**src/rtl/cache_assoc_controller_pkg.sv**
```systemverilog
// Shared types and helpers for the set-associative cache controller.
// Holds the controller state encoding and the width helper used for port sizing.
package cache_ctl_pkg;

    typedef enum logic [2:0] {
        S_IDLE   = 3'd0,
        S_HIT    = 3'd1,
        S_WB     = 3'd2,
        S_FILL   = 3'd3,
        S_WRWORD = 3'd4,
        S_DONE   = 3'd5,
        S_ERR    = 3'd6
    } state_e;

    function automatic int clog2(input int value);
        int result;
        result = 0;
        while ((32'sd1 <<< result) < value) begin
            result = result + 1;
        end
        return result;
    endfunction

endpackage

```
**src/rtl/cache_assoc_controller_if.sv**
```systemverilog
// Request, cache-array and memory-control bundle of the cache controller.
// Signal suffixes are named from the controller's point of view (slave modport).
interface cache_assoc_controller_if #(
    parameter int NUM_WAYS       = 2,
    parameter int WORDS_PER_LINE = 4
);
    import cache_ctl_pkg::*;

    localparam int WAY_W = clog2(NUM_WAYS);
    localparam int OFF_W = clog2(WORDS_PER_LINE);

    logic                rd_i;
    logic                wr_i;
    logic [NUM_WAYS-1:0] hit_i;
    logic [NUM_WAYS-1:0] valid_i;
    logic [NUM_WAYS-1:0] dirty_i;
    logic                cache_err_i;
    logic                mem_stall_i;
    logic                mem_err_i;

    logic                comp_o;
    logic                cache_wr_o;
    logic [WAY_W-1:0]    way_sel_o;
    logic [OFF_W-1:0]    cache_off_o;
    logic                mem_rd_o;
    logic                mem_wr_o;
    logic [OFF_W-1:0]    mem_off_o;
    logic                wb_sel_o;
    logic                stall_o;
    logic                done_o;
    logic                cache_hit_o;
    logic                err_o;

    modport slave (
        input  rd_i, wr_i, hit_i, valid_i, dirty_i, cache_err_i, mem_stall_i, mem_err_i,
        output comp_o, cache_wr_o, way_sel_o, cache_off_o, mem_rd_o, mem_wr_o,
               mem_off_o, wb_sel_o, stall_o, done_o, cache_hit_o, err_o
    );

    modport master (
        output rd_i, wr_i, hit_i, valid_i, dirty_i, cache_err_i, mem_stall_i, mem_err_i,
        input  comp_o, cache_wr_o, way_sel_o, cache_off_o, mem_rd_o, mem_wr_o,
               mem_off_o, wb_sel_o, stall_o, done_o, cache_hit_o, err_o
    );

endinterface

```
**src/rtl/cache_assoc_controller_mem_rd_pipe.sv**
```systemverilog
// Tracks outstanding refill reads: a DEPTH-stage {valid, offset} shift register
// whose last stage marks the cycle the memory returns that word.
module mem_rd_pipe #(
    parameter int DEPTH = 2,
    parameter int OFF_W = 2
) (
    input  logic             clk,
    input  logic             rst,
    input  logic             flush_i,
    input  logic             push_i,
    input  logic [OFF_W-1:0] off_i,
    output logic             head_vld_o,
    output logic [OFF_W-1:0] head_off_o
);

    logic [DEPTH-1:0]            vld_q;
    logic [DEPTH-1:0][OFF_W-1:0] off_q;

    // Shift accepted read offsets toward the head; flush drops everything in flight.
    always_ff @(posedge clk or posedge rst) begin
        if (rst) begin
            vld_q <= '0;
            off_q <= '0;
        end else if (flush_i) begin
            vld_q <= '0;
            off_q <= '0;
        end else begin
            vld_q[0] <= push_i;
            off_q[0] <= off_i;
            for (int i = 1; i < DEPTH; i++) begin
                vld_q[i] <= vld_q[i-1];
                off_q[i] <= off_q[i-1];
            end
        end
    end

    assign head_vld_o = vld_q[DEPTH-1];
    assign head_off_o = off_q[DEPTH-1];

endmodule

```
**src/rtl/cache_assoc_controller.sv**
```systemverilog
// Control FSM for an N-way write-back, write-allocate cache: tag compare,
// victim choice, word-by-word write-back and pipelined refill. Holds no data.
module cache_assoc_controller
    import cache_ctl_pkg::*;
#(
    parameter int NUM_WAYS       = 2,
    parameter int WORDS_PER_LINE = 4,
    parameter int MEM_LATENCY    = 2
) (
    input  logic                      clk,
    input  logic                      rst,
    cache_assoc_controller_if.slave   bus
);

    localparam int WAY_W = clog2(NUM_WAYS);
    localparam int OFF_W = clog2(WORDS_PER_LINE);
    localparam int CNT_W = WAY_W + 1;
    localparam logic [OFF_W-1:0] LAST_OFF = OFF_W'(WORDS_PER_LINE - 1);

    state_e            state_q, state_d;
    logic [WAY_W-1:0]  ptr_q, ptr_d;
    logic [WAY_W-1:0]  victim_q, victim_d;
    logic              wr_op_q, wr_op_d;
    logic [OFF_W-1:0]  cnt_q, cnt_d;
    logic [OFF_W-1:0]  inst_q, inst_d;
    logic              issued_q, issued_d;

    logic [NUM_WAYS-1:0] hv_s;
    logic [CNT_W-1:0]    hit_cnt_s;
    logic [WAY_W-1:0]    hit_way_s;
    logic [WAY_W-1:0]    free_way_s;
    logic [WAY_W-1:0]    victim_sel_s;
    logic                req_s;
    logic                fault_s;
    logic                push_s;
    logic                flush_s;
    logic                head_vld_s;
    logic [OFF_W-1:0]    head_off_s;

    assign hv_s         = bus.hit_i & bus.valid_i;
    assign req_s        = bus.rd_i | bus.wr_i;
    assign fault_s      = bus.cache_err_i | bus.mem_err_i;
    assign victim_sel_s = (&bus.valid_i) ? ptr_q : free_way_s;

    // Count matching ways and locate the lowest hitting and lowest invalid way.
    always_comb begin
        hit_cnt_s  = '0;
        hit_way_s  = '0;
        free_way_s = '0;
        for (int i = NUM_WAYS - 1; i >= 0; i--) begin
            hit_cnt_s  = hit_cnt_s + CNT_W'(hv_s[i]);
            hit_way_s  = hv_s[i] ? WAY_W'(i) : hit_way_s;
            free_way_s = bus.valid_i[i] ? free_way_s : WAY_W'(i);
        end
    end

    mem_rd_pipe #(
        .DEPTH (MEM_LATENCY),
        .OFF_W (OFF_W)
    ) u_rd_pipe (
        .clk        (clk),
        .rst        (rst),
        .flush_i    (flush_s),
        .push_i     (push_s),
        .off_i      (cnt_q),
        .head_vld_o (head_vld_s),
        .head_off_o (head_off_s)
    );

    // Next-state, counter and output decode for every controller state.
    always_comb begin
        state_d  = state_q;
        ptr_d    = ptr_q;
        victim_d = victim_q;
        wr_op_d  = wr_op_q;
        cnt_d    = cnt_q;
        inst_d   = inst_q;
        issued_d = issued_q;
        push_s   = 1'b0;
        flush_s  = 1'b0;

        bus.comp_o      = 1'b0;
        bus.cache_wr_o  = 1'b0;
        bus.way_sel_o   = '0;
        bus.cache_off_o = '0;
        bus.mem_rd_o    = 1'b0;
        bus.mem_wr_o    = 1'b0;
        bus.mem_off_o   = '0;
        bus.wb_sel_o    = 1'b0;
        bus.stall_o     = 1'b0;
        bus.done_o      = 1'b0;
        bus.cache_hit_o = 1'b0;
        bus.err_o       = 1'b0;

        case (state_q)
            S_IDLE: begin
                bus.comp_o = 1'b1;
                // Reset asserted while idle must present the plain reset outputs.
                if (rst) begin
                    state_d = S_IDLE;
                end else begin
                    bus.way_sel_o = hit_way_s;
                    if (req_s && ((bus.rd_i && bus.wr_i) || (hit_cnt_s > CNT_W'(1)))) begin
                        ptr_d   = ptr_q + WAY_W'(1);
                        state_d = S_ERR;
                    end else if (req_s && (hit_cnt_s == CNT_W'(1))) begin
                        ptr_d          = ptr_q + WAY_W'(1);
                        bus.cache_wr_o = bus.wr_i;
                        state_d        = S_HIT;
                    end else if (req_s) begin
                        ptr_d    = ptr_q + WAY_W'(1);
                        victim_d = victim_sel_s;
                        wr_op_d  = bus.wr_i;
                        cnt_d    = '0;
                        inst_d   = '0;
                        issued_d = 1'b0;
                        state_d  = (bus.valid_i[victim_sel_s] && bus.dirty_i[victim_sel_s])
                                   ? S_WB : S_FILL;
                    end else begin
                        state_d = S_IDLE;
                    end
                end
            end

            S_HIT: begin
                bus.done_o      = 1'b1;
                bus.cache_hit_o = 1'b1;
                state_d         = S_IDLE;
            end

            S_WB: begin
                bus.way_sel_o   = victim_q;
                bus.cache_off_o = cnt_q;
                bus.mem_wr_o    = 1'b1;
                bus.mem_off_o   = cnt_q;
                bus.wb_sel_o    = 1'b1;
                bus.stall_o     = 1'b1;
                if (bus.mem_stall_i) begin
                    state_d = S_WB;
                end else if (cnt_q == LAST_OFF) begin
                    cnt_d   = '0;
                    state_d = S_FILL;
                end else begin
                    cnt_d = cnt_q + OFF_W'(1);
                end
            end

            S_FILL: begin
                bus.stall_o     = 1'b1;
                bus.way_sel_o   = victim_q;
                bus.mem_rd_o    = !issued_q;
                bus.mem_off_o   = issued_q ? '0 : cnt_q;
                bus.cache_wr_o  = head_vld_s;
                bus.cache_off_o = head_vld_s ? head_off_s : '0;
                push_s          = !issued_q && !bus.mem_stall_i;
                // cnt wraps to 0 on the last accepted read; issued_q stops further issue.
                cnt_d    = push_s ? cnt_q + OFF_W'(1) : cnt_q;
                issued_d = issued_q | (push_s && (cnt_q == LAST_OFF));
                inst_d   = head_vld_s ? inst_q + OFF_W'(1) : inst_q;
                if (head_vld_s && (inst_q == LAST_OFF)) begin
                    issued_d = 1'b0;
                    state_d  = wr_op_q ? S_WRWORD : S_DONE;
                end else begin
                    state_d = S_FILL;
                end
            end

            S_WRWORD: begin
                bus.comp_o     = 1'b1;
                bus.cache_wr_o = 1'b1;
                bus.way_sel_o  = victim_q;
                bus.stall_o    = 1'b1;
                state_d        = S_DONE;
            end

            S_DONE: begin
                bus.done_o = 1'b1;
                state_d    = S_IDLE;
            end

            S_ERR: begin
                bus.done_o = 1'b1;
                bus.err_o  = 1'b1;
                state_d    = S_IDLE;
            end

            default: begin
                state_d = S_IDLE;
            end
        endcase

        // An array or memory error aborts any busy state and drops pending refills.
        if (fault_s && (state_q != S_IDLE) && (state_q != S_ERR)) begin
            state_d  = S_ERR;
            flush_s  = 1'b1;
            push_s   = 1'b0;
            cnt_d    = '0;
            inst_d   = '0;
            issued_d = 1'b0;
        end else begin
            flush_s = flush_s;
        end
    end

    // State, victim and counter registers.
    always_ff @(posedge clk or posedge rst) begin
        if (rst) begin
            state_q  <= S_IDLE;
            ptr_q    <= '0;
            victim_q <= '0;
            wr_op_q  <= 1'b0;
            cnt_q    <= '0;
            inst_q   <= '0;
            issued_q <= 1'b0;
        end else begin
            state_q  <= state_d;
            ptr_q    <= ptr_d;
            victim_q <= victim_d;
            wr_op_q  <= wr_op_d;
            cnt_q    <= cnt_d;
            inst_q   <= inst_d;
            issued_q <= issued_d;
        end
    end

endmodule

```
**src/flat_wrapper.sv**
```systemverilog
// flat-port wrapper written by rule: the top's interface ports become plain ports
module cache_assoc_controller_flat import cache_ctl_pkg::*;
#(
    parameter int NUM_WAYS       = 2,
    parameter int WORDS_PER_LINE = 4,
    parameter int MEM_LATENCY    = 2
)
  (clk, rst, bus_rd_i, bus_wr_i, bus_hit_i, bus_valid_i, bus_dirty_i, bus_cache_err_i, bus_mem_stall_i, bus_mem_err_i, bus_comp_o, bus_cache_wr_o, bus_way_sel_o, bus_cache_off_o, bus_mem_rd_o, bus_mem_wr_o, bus_mem_off_o, bus_wb_sel_o, bus_stall_o, bus_done_o, bus_cache_hit_o, bus_err_o);
  cache_assoc_controller_if #(.NUM_WAYS(NUM_WAYS), .WORDS_PER_LINE(WORDS_PER_LINE)) bus_i ();
  input  logic clk;
  input  logic rst;
  input wire logic [$bits(bus_i.rd_i)-1:0] bus_rd_i;
  input wire logic [$bits(bus_i.wr_i)-1:0] bus_wr_i;
  input wire logic [$bits(bus_i.hit_i)-1:0] bus_hit_i;
  input wire logic [$bits(bus_i.valid_i)-1:0] bus_valid_i;
  input wire logic [$bits(bus_i.dirty_i)-1:0] bus_dirty_i;
  input wire logic [$bits(bus_i.cache_err_i)-1:0] bus_cache_err_i;
  input wire logic [$bits(bus_i.mem_stall_i)-1:0] bus_mem_stall_i;
  input wire logic [$bits(bus_i.mem_err_i)-1:0] bus_mem_err_i;
  output wire logic [$bits(bus_i.comp_o)-1:0] bus_comp_o;
  output wire logic [$bits(bus_i.cache_wr_o)-1:0] bus_cache_wr_o;
  output wire logic [$bits(bus_i.way_sel_o)-1:0] bus_way_sel_o;
  output wire logic [$bits(bus_i.cache_off_o)-1:0] bus_cache_off_o;
  output wire logic [$bits(bus_i.mem_rd_o)-1:0] bus_mem_rd_o;
  output wire logic [$bits(bus_i.mem_wr_o)-1:0] bus_mem_wr_o;
  output wire logic [$bits(bus_i.mem_off_o)-1:0] bus_mem_off_o;
  output wire logic [$bits(bus_i.wb_sel_o)-1:0] bus_wb_sel_o;
  output wire logic [$bits(bus_i.stall_o)-1:0] bus_stall_o;
  output wire logic [$bits(bus_i.done_o)-1:0] bus_done_o;
  output wire logic [$bits(bus_i.cache_hit_o)-1:0] bus_cache_hit_o;
  output wire logic [$bits(bus_i.err_o)-1:0] bus_err_o;
  assign bus_i.rd_i = bus_rd_i;
  assign bus_i.wr_i = bus_wr_i;
  assign bus_i.hit_i = bus_hit_i;
  assign bus_i.valid_i = bus_valid_i;
  assign bus_i.dirty_i = bus_dirty_i;
  assign bus_i.cache_err_i = bus_cache_err_i;
  assign bus_i.mem_stall_i = bus_mem_stall_i;
  assign bus_i.mem_err_i = bus_mem_err_i;
  assign bus_comp_o = bus_i.comp_o;
  assign bus_cache_wr_o = bus_i.cache_wr_o;
  assign bus_way_sel_o = bus_i.way_sel_o;
  assign bus_cache_off_o = bus_i.cache_off_o;
  assign bus_mem_rd_o = bus_i.mem_rd_o;
  assign bus_mem_wr_o = bus_i.mem_wr_o;
  assign bus_mem_off_o = bus_i.mem_off_o;
  assign bus_wb_sel_o = bus_i.wb_sel_o;
  assign bus_stall_o = bus_i.stall_o;
  assign bus_done_o = bus_i.done_o;
  assign bus_cache_hit_o = bus_i.cache_hit_o;
  assign bus_err_o = bus_i.err_o;
  cache_assoc_controller #(.NUM_WAYS(NUM_WAYS), .WORDS_PER_LINE(WORDS_PER_LINE), .MEM_LATENCY(MEM_LATENCY)) u_core (.clk(clk), .rst(rst), .bus(bus_i));
endmodule
```
**config.mk**
```make
export PLATFORM = sky130hd
export DESIGN_NAME = cache_assoc_controller_flat
export DESIGN_NICKNAME = d
export VERILOG_FILES = /design/src/rtl/cache_assoc_controller_pkg.sv /design/src/rtl/cache_assoc_controller_if.sv /design/src/rtl/cache_assoc_controller_mem_rd_pipe.sv /design/src/rtl/cache_assoc_controller.sv /design/src/flat_wrapper.sv
export SDC_FILE = /design/constraint.sdc
export NUM_CORES = 1
export LEC_CHECK = 0
export CAP_MARGIN = 10
export CORE_MARGIN = 4
export CORE_UTILIZATION = 48
export DETAILED_ROUTE_END_ITERATION = 12
export PLACE_DENSITY = 0.78
export SYNTH_ARGS = -nofsm -noshare
export SYNTH_HDL_FRONTEND = slang
export SYNTH_SLANG_ARGS = --single-unit
export TNS_END_PERCENT = 50
```
**constraint.sdc**
```tcl
create_clock -name clk -period 2.2 [get_ports clk]
set_clock_uncertainty 0.2 [all_clocks]
set_input_delay 0.44 -clock clk [delete_from_list [all_inputs] [get_ports clk]]
set_output_delay 0.44 -clock clk [all_outputs]
set_load 0.02 [all_outputs]
```
Word level (Yosys, flattened, before mapping)
Index checks and enable logic that the tools add are counted.
{ "op_classes": {"addsub": 4, "magnitude_cmp": 2, "eq_ne": 18, "mux": 64, "bitwise": 7, "reduce_logical": 26} }
{ "ops": {"columns": ["cell", "n"], "rows": [
  ["1-bit two-way mux", 34],
  ["2-bit two-way mux", 13],
  ["3-bit two-way mux", 8],
  ["2-bit case mux with 2 select lines", 3],
  ["3-bit case mux with 4 select lines", 1],
  ["5-bit AND reduction", 2],
  ["3-bit equality test (second input constant)", 3],
  ["1-bit logical AND", 9],
  ["3-bit by 2-bit inequality test with 1-bit output (second input constant)", 3],
  ["3-bit inequality test (second input constant)", 3],
  ["3-bit nonzero test", 3],
  ["7-bit AND reduction", 1],
  ["3-bit by 2-bit equality test with 1-bit output (second input constant)", 2],
  ["3-bit by 1-bit inequality test with 1-bit output (second input constant)", 2],
  ["2-bit case mux with 3 select lines", 1],
  ["6-bit AND reduction", 1],
  ["3-bit OR reduction", 2],
  ["2-bit by 1-bit adder with 2-bit output (second input constant)", 2],
  ["2-bit equality test (second input constant)", 2],
  ["4-bit two-way mux", 1],
  ["4-bit by 2-bit inequality test with 1-bit output (second input constant)", 1],
  ["1-bit case mux with 2 select lines", 2],
  ["4-bit nonzero test", 1],
  ["3-bit by 1-bit equality test with 1-bit output (second input constant)", 1],
  ["other kinds (15)", 20]
]} }
{ "word_totals": {"ff_bits": 17, "in_bits": 13, "out_inout_bits": 14, "elab_cells": 131} }

Depth between registers and ports, before layout
{ "depth": {"word_depth": 13, "depth_mapped": 7, "mapped_depth_nobuf": 7} }

Cells and area by module
A second synthesis with hierarchy kept.
{ "hier_totals": {"cells_unflattened": 130, "area_unflattened_um2": 1137.3} }
{ "by_module_without_submodules": {"columns": ["mod", "instances", "cells_per_inst", "area_per_inst_um2", "seq_area_each_um2"], "rows": [
  ["cache_assoc_controller", 1, 115, 930.9, 275.3],
  ["mem_rd_pipe", 1, 15, 206.4, 150.1]
]} }

Least setup slack after synthesis
OpenSTA, ideal clock, no wires.
{ "synth_timing": {"path_type": "input -> output", "startpoint": "input port bus_hit_i[1]", "endpoint": "output port bus_cache_wr_o", "t_arrival_ps": 1815, "required_time_ps": 1560, "setup_slack_ps": -255, "cell_stages": 5, "path_buffers": 0, "path_cell_list": "and2_1 -> ha_1 -> nor3_1 -> a31oi_1 -> o31ai_1"} }
{ "synth_between": {"elab_chain_cells": 8, "elab_cells_between_ends": 11, "classes_between": "add/sub: 1; order compare: 1; eq/ne: 1; mux: 4; bitwise: 1; reduce/logical: 3"} }
{ "synth_lines": {"columns": ["item", "line", "text"], "rows": [
  ["start: declaration", "flat_wrapper.sv:14", "input wire logic [$bits(bus_i.hit_i)-1:0] bus_hit_i;"],
  ["2-bit AND (*)", "cache_assoc_controller.sv:40", "assign hv_s = bus.hit_i & bus.valid_i;"],
  ["1-bit by 1-bit adder with 2-bit output (*)", "cache_assoc_controller.sv:51", "hit_cnt_s = hit_cnt_s + CNT_W'(hv_s[i]);"],
  ["2-bit by 1-bit greater-than comparator with 1-bit output / 2-bit by 1-bit equality test with 1-bit output (equally long branches)", "cache_assoc_controller.sv:103, cache_assoc_controller.sv:106", null],
  ["1-bit logical OR / 1-bit logical AND (equally long branches)", "cache_assoc_controller.sv:103, cache_assoc_controller.sv:106", null],
  ["1-bit logical AND / 1-bit two-way mux (equally long branches)", "cache_assoc_controller.sv:103, cache_assoc_controller.sv:106", null],
  ["1-bit two-way mux (*)", "cache_assoc_controller.sv:103", "if (req_s && ((bus.rd_i && bus.wr_i) || (hit_cnt_s > CNT_W'(1)))) begin"],
  ["1-bit two-way mux (*)", "cache_assoc_controller.sv:99", "if (rst) begin"],
  ["1-bit case mux with 3 select lines (*)", "cache_assoc_controller.sv:95", "case (state_q)"],
  ["end: declaration", "flat_wrapper.sv:21", "output wire logic [$bits(bus_i.cache_wr_o)-1:0] bus_cache_wr_o;"]
]} }
Every way passes the cells marked *; elsewhere a longest branch is shown, timed or not.

Final worst setup path
Same ends and word-level chain as after synthesis.

==> results by group <==
Run status
  • Status: finished with violations
  • Violated checks: setup timing

Final layout
  • # diodes: 0
  • Final core utilization: 78.1%
  • Post-route cell area: 0.00173 sq mm
  • Final #Nets: 202
  • Layout area overhead: 55.0%
  • Layout cells sized above 1: 45.1%

Synth
  • Mux contribution to synthesized area: around 2.9%
  • Count of cell types in the netlist: 51
  • Main combinational cell family by area after synthesis: simple AND/OR/NAND/NOR gates
  • Post-Synthesis Cells: 117
  • Syn Nets: around 130
  • Number of synthesized register bits: 17
  • Post-synthesis xor/xnor area fraction: 1.57%
  • EDFF count, synth: 0
  • Compound-Gate Fraction of Synth Area: 18.0%
  • Syn avg cell area: 9.53 sq um
  • Ys async rst share: between 90% and 100%
  • Predominant post-synthesis flop cell: dfrtp_1
  • Register area share after synthesis: around two fifths
  • Adder-cell area share of the yosys netlist: between 5 and 6%
  • Cell Area, Synth: 0.00111 sq mm
  • Post-Synth Simple-Gate Area: 28.1%
  • Yosys warns: 0

Floorplan
  • Io pins: 27
  • Total core area: 0.00221 sq mm
  • Die Y: 56.2 um
  • Die Area: 0.00316 sq mm
  • FP Rows: 17
  • Die X: 56.2 um
  • Initial Utilization: 50.4%

Placed design
  • Post-DP HPWL: ~2500 um
  • Port Buffers: 26
  • Placed cell area: ~0.0016 sq mm
  • Placer Congestion: 0.841

CTS
  • CTS tree: done
  • Clock-pin slew on the worst setup and hold paths: 110 ps
  • CTS Hold Buffers Added: 0
  • Clk sinks: 17
  • Clk_lat worst skew: 300 ps
  • Clock tree buffer depth: 2
  • Root buffer cell: clkbuf_4
  • H-tree depth: 1
  • CTS Buf Count: 3

Worst setup path
  • CP required: 1560 ps
  • Worst r2r dst: u_core.issued_q
  • Maximum fanout along the worst path: 2
  • Startpoint type of the worst setup path: input port
  • Worst Setup Path Type: in2out
  • CP Launch Point: bus_hit_i[1]
  • Reg-to-Reg Start: u_core.state_q[1]
  • Cells on worst reg2reg path: 7
  • Worst EP arrival: 1630 ps
  • Setup slack, reg-to-reg: roughly 320 ps
  • Worst setup EP type: primary output

Power and ir drop
  • Sw Ratio: 43.4%
  • Gate power share: 67.8%
  • Seq pwr share: ~23%
  • Peak supply drop: 0.747 mV
  • Clock network power share: under 10%
  • PwrDens: 1150 mW/mm^2
  • Pleak: 0.000853 uW
  • Cell-internal power: 1130 uW
  • Net Sw Power: slightly below 900 uW
  • Total chip power: 2000 uW

GRT
  • Global-route wire length before repair: around 6000 um
  • M2 GR Usage: between 40 and 50%
  • M1 GR Usage: roughly a third
  • GRT Total Usage: 24.3%
  • Global route total overflow: 0
  • Number of global-route vias before repair: 1243
  • Most crowded layer after global routing: met2
  • Largest net degree at the start of global routing: 18
  • Routing usage on met3: roughly 4.6%
  • Initial antenna violation count: 0

STA
  • RSZ-0062 raised after global routing: true
  • Final setup TNS: -72.8 ps
  • Maximum clock rate: 0.440 GHz
  • Final period utilization: 103%
  • Final setup viols: 1
  • Post-layout min period: 2270 ps
  • Post-layout worst setup margin: -72.8 ps
  • Fin. Hold Viols: 0
  • Worst-Margin Slew: 402 ps
  • Slew Limit Fails: 0
  • Max-slew headroom: 73.2%

Routing
  • Initial DRC Count: 60
  • Post-DRT Antenna Nets: 0
  • Vias/cell: between 5 and 6
  • DR pass1 iterations: 4
  • Drc violations: 0
  • Vias: 1176
  • Post-Route WL: 3600 um
  • Wire per inst: about 17 um

Run
  • Max-Cap Viols: 0

Worst hold path
  • Critical hold path startpoint: u_core.u_rd_pipe.off_q[0]
  • Worst Hold Path EP: u_core.u_rd_pipe.head_off_o[0]
  • Class of the worst hold path: reg2reg
  • Hold Path Depth: 1
## how the worst max path moves through the flow
stage               cells past startpoint              to
floorplan                               5  bus_cache_wr_o
global placement                        7  bus_cache_wr_o
detailed placement                      7  bus_cache_wr_o
CTS                                     8  bus_cache_wr_o
global route                            7  bus_cache_wr_o
finish                                  7  bus_cache_wr_o
## routing by layer
metal | vias to the layer above | share of wire (%)
met2 | 51 | 49
met4 | 0 | 1.4
met1 | 564 | 42
met3 | 6 | 7.6
li1 | 555 | -
met5 | - | 0
## power by group through the flow
| stage | sequential [uW] | clock [uW] | combinational [uW] |
|---|---|---|---|
| final | 459 | 183 | 1350 |
| after global routing | 468 | 193 | 1450 |
| after CTS | 452 | 180 | 1340 |
| after detailed placement | 489 | 0 | 1210 |
| after global placement | 485 | 0 | 1170 |
| after floorplan | 425 | 0 | 705 |
## repair_timing
item | in CTS | in global routing
setup buffers | 11 | 1
resized for setup | 46 | 24
endpoints found under the setup margin | 18 | 12
pin swaps | 6 | 6
## kinds of logic after synthesis
logic type,Yosys count
AND/OR/NAND/NOR,50
AO/OA/AOI/OAI,27
adder cells (fa/ha/maj),5
buffers and inverters,13
multiplexers,3
flip-flops,17
XOR/XNOR,2
## synthesized netlist by cell type (2+ instances only)
cell type  instances  area share [%]
o21ai_0            4             1.8
o21ai_1            2            0.90
o31ai_1            2             1.3
nand4_1            4             2.2
and3_1             2             1.1
nand3_1            3             1.3
buf_4              2             1.3
and2_1             8             4.5
ha_1               4             4.5
nor3_1             2            0.90
nor2_1             3             1.0
nand2_1           13             4.4
nor2b_1            2             1.1
dfrtp_1           17              38
or2_2              2             1.1
buf_2              2            0.90
a21oi_1            5             2.2
inv_1              7             2.4
## state kept, by name (all words and copies together), names as in the netlist
signal                       cells
u_core.wr_op_q                   1
u_core.u_rd_pipe.vld_q           2
u_core.state_q                   3
u_core.u_rd_pipe.head_off_o      2
u_core.cnt_q                     2
u_core.ptr_q                     1
u_core.u_rd_pipe.off_q           2
u_core.inst_q                    2
u_core.victim_q                  1
u_core.issued_q                  1
## critical path, cell delays in order
cell and delay, ps:
buf_6 90, and2_4 160, ha_4 220, nor3_4 190
a31oi_1 110, o31ai_2 250, buf_4 170
## layout make-up
class                   instances  area [sq um]
well taps                      28          35.0
inverters                       7          26.3
multi-input cells              87           681
clock buffers                   3          22.5
fillers                       143           484
clock inverters                 1          5.00
repair buffers                 69           531
flip-flops and latches         17           428
## per-stage QoR
stage               std cells  hold WS (ps)  setup slack [ps]
floorplan                 117           175              1.14
global placement          196           230              -913
detailed placement        196           242              -941
CTS                       211           271              -129
global route              212           294              -101
finish                    212           269             -72.8
## layout by cell type, fill, tap and decap left out, types with 3 or more instances in the layout
cell / count
a21oi_1: 4
and2_1: 7
buf_4: 43
clkbuf_2: 11
clkbuf_4: 3
clkdlybuf4s50_1: 7
dfrtp_1: 15
inv_1: 6
nand2_1: 12
nand3_1: 3
nand4_1: 4
nor2_1: 3
o21ai_0: 4
Power figures use the tool's default switching activity.
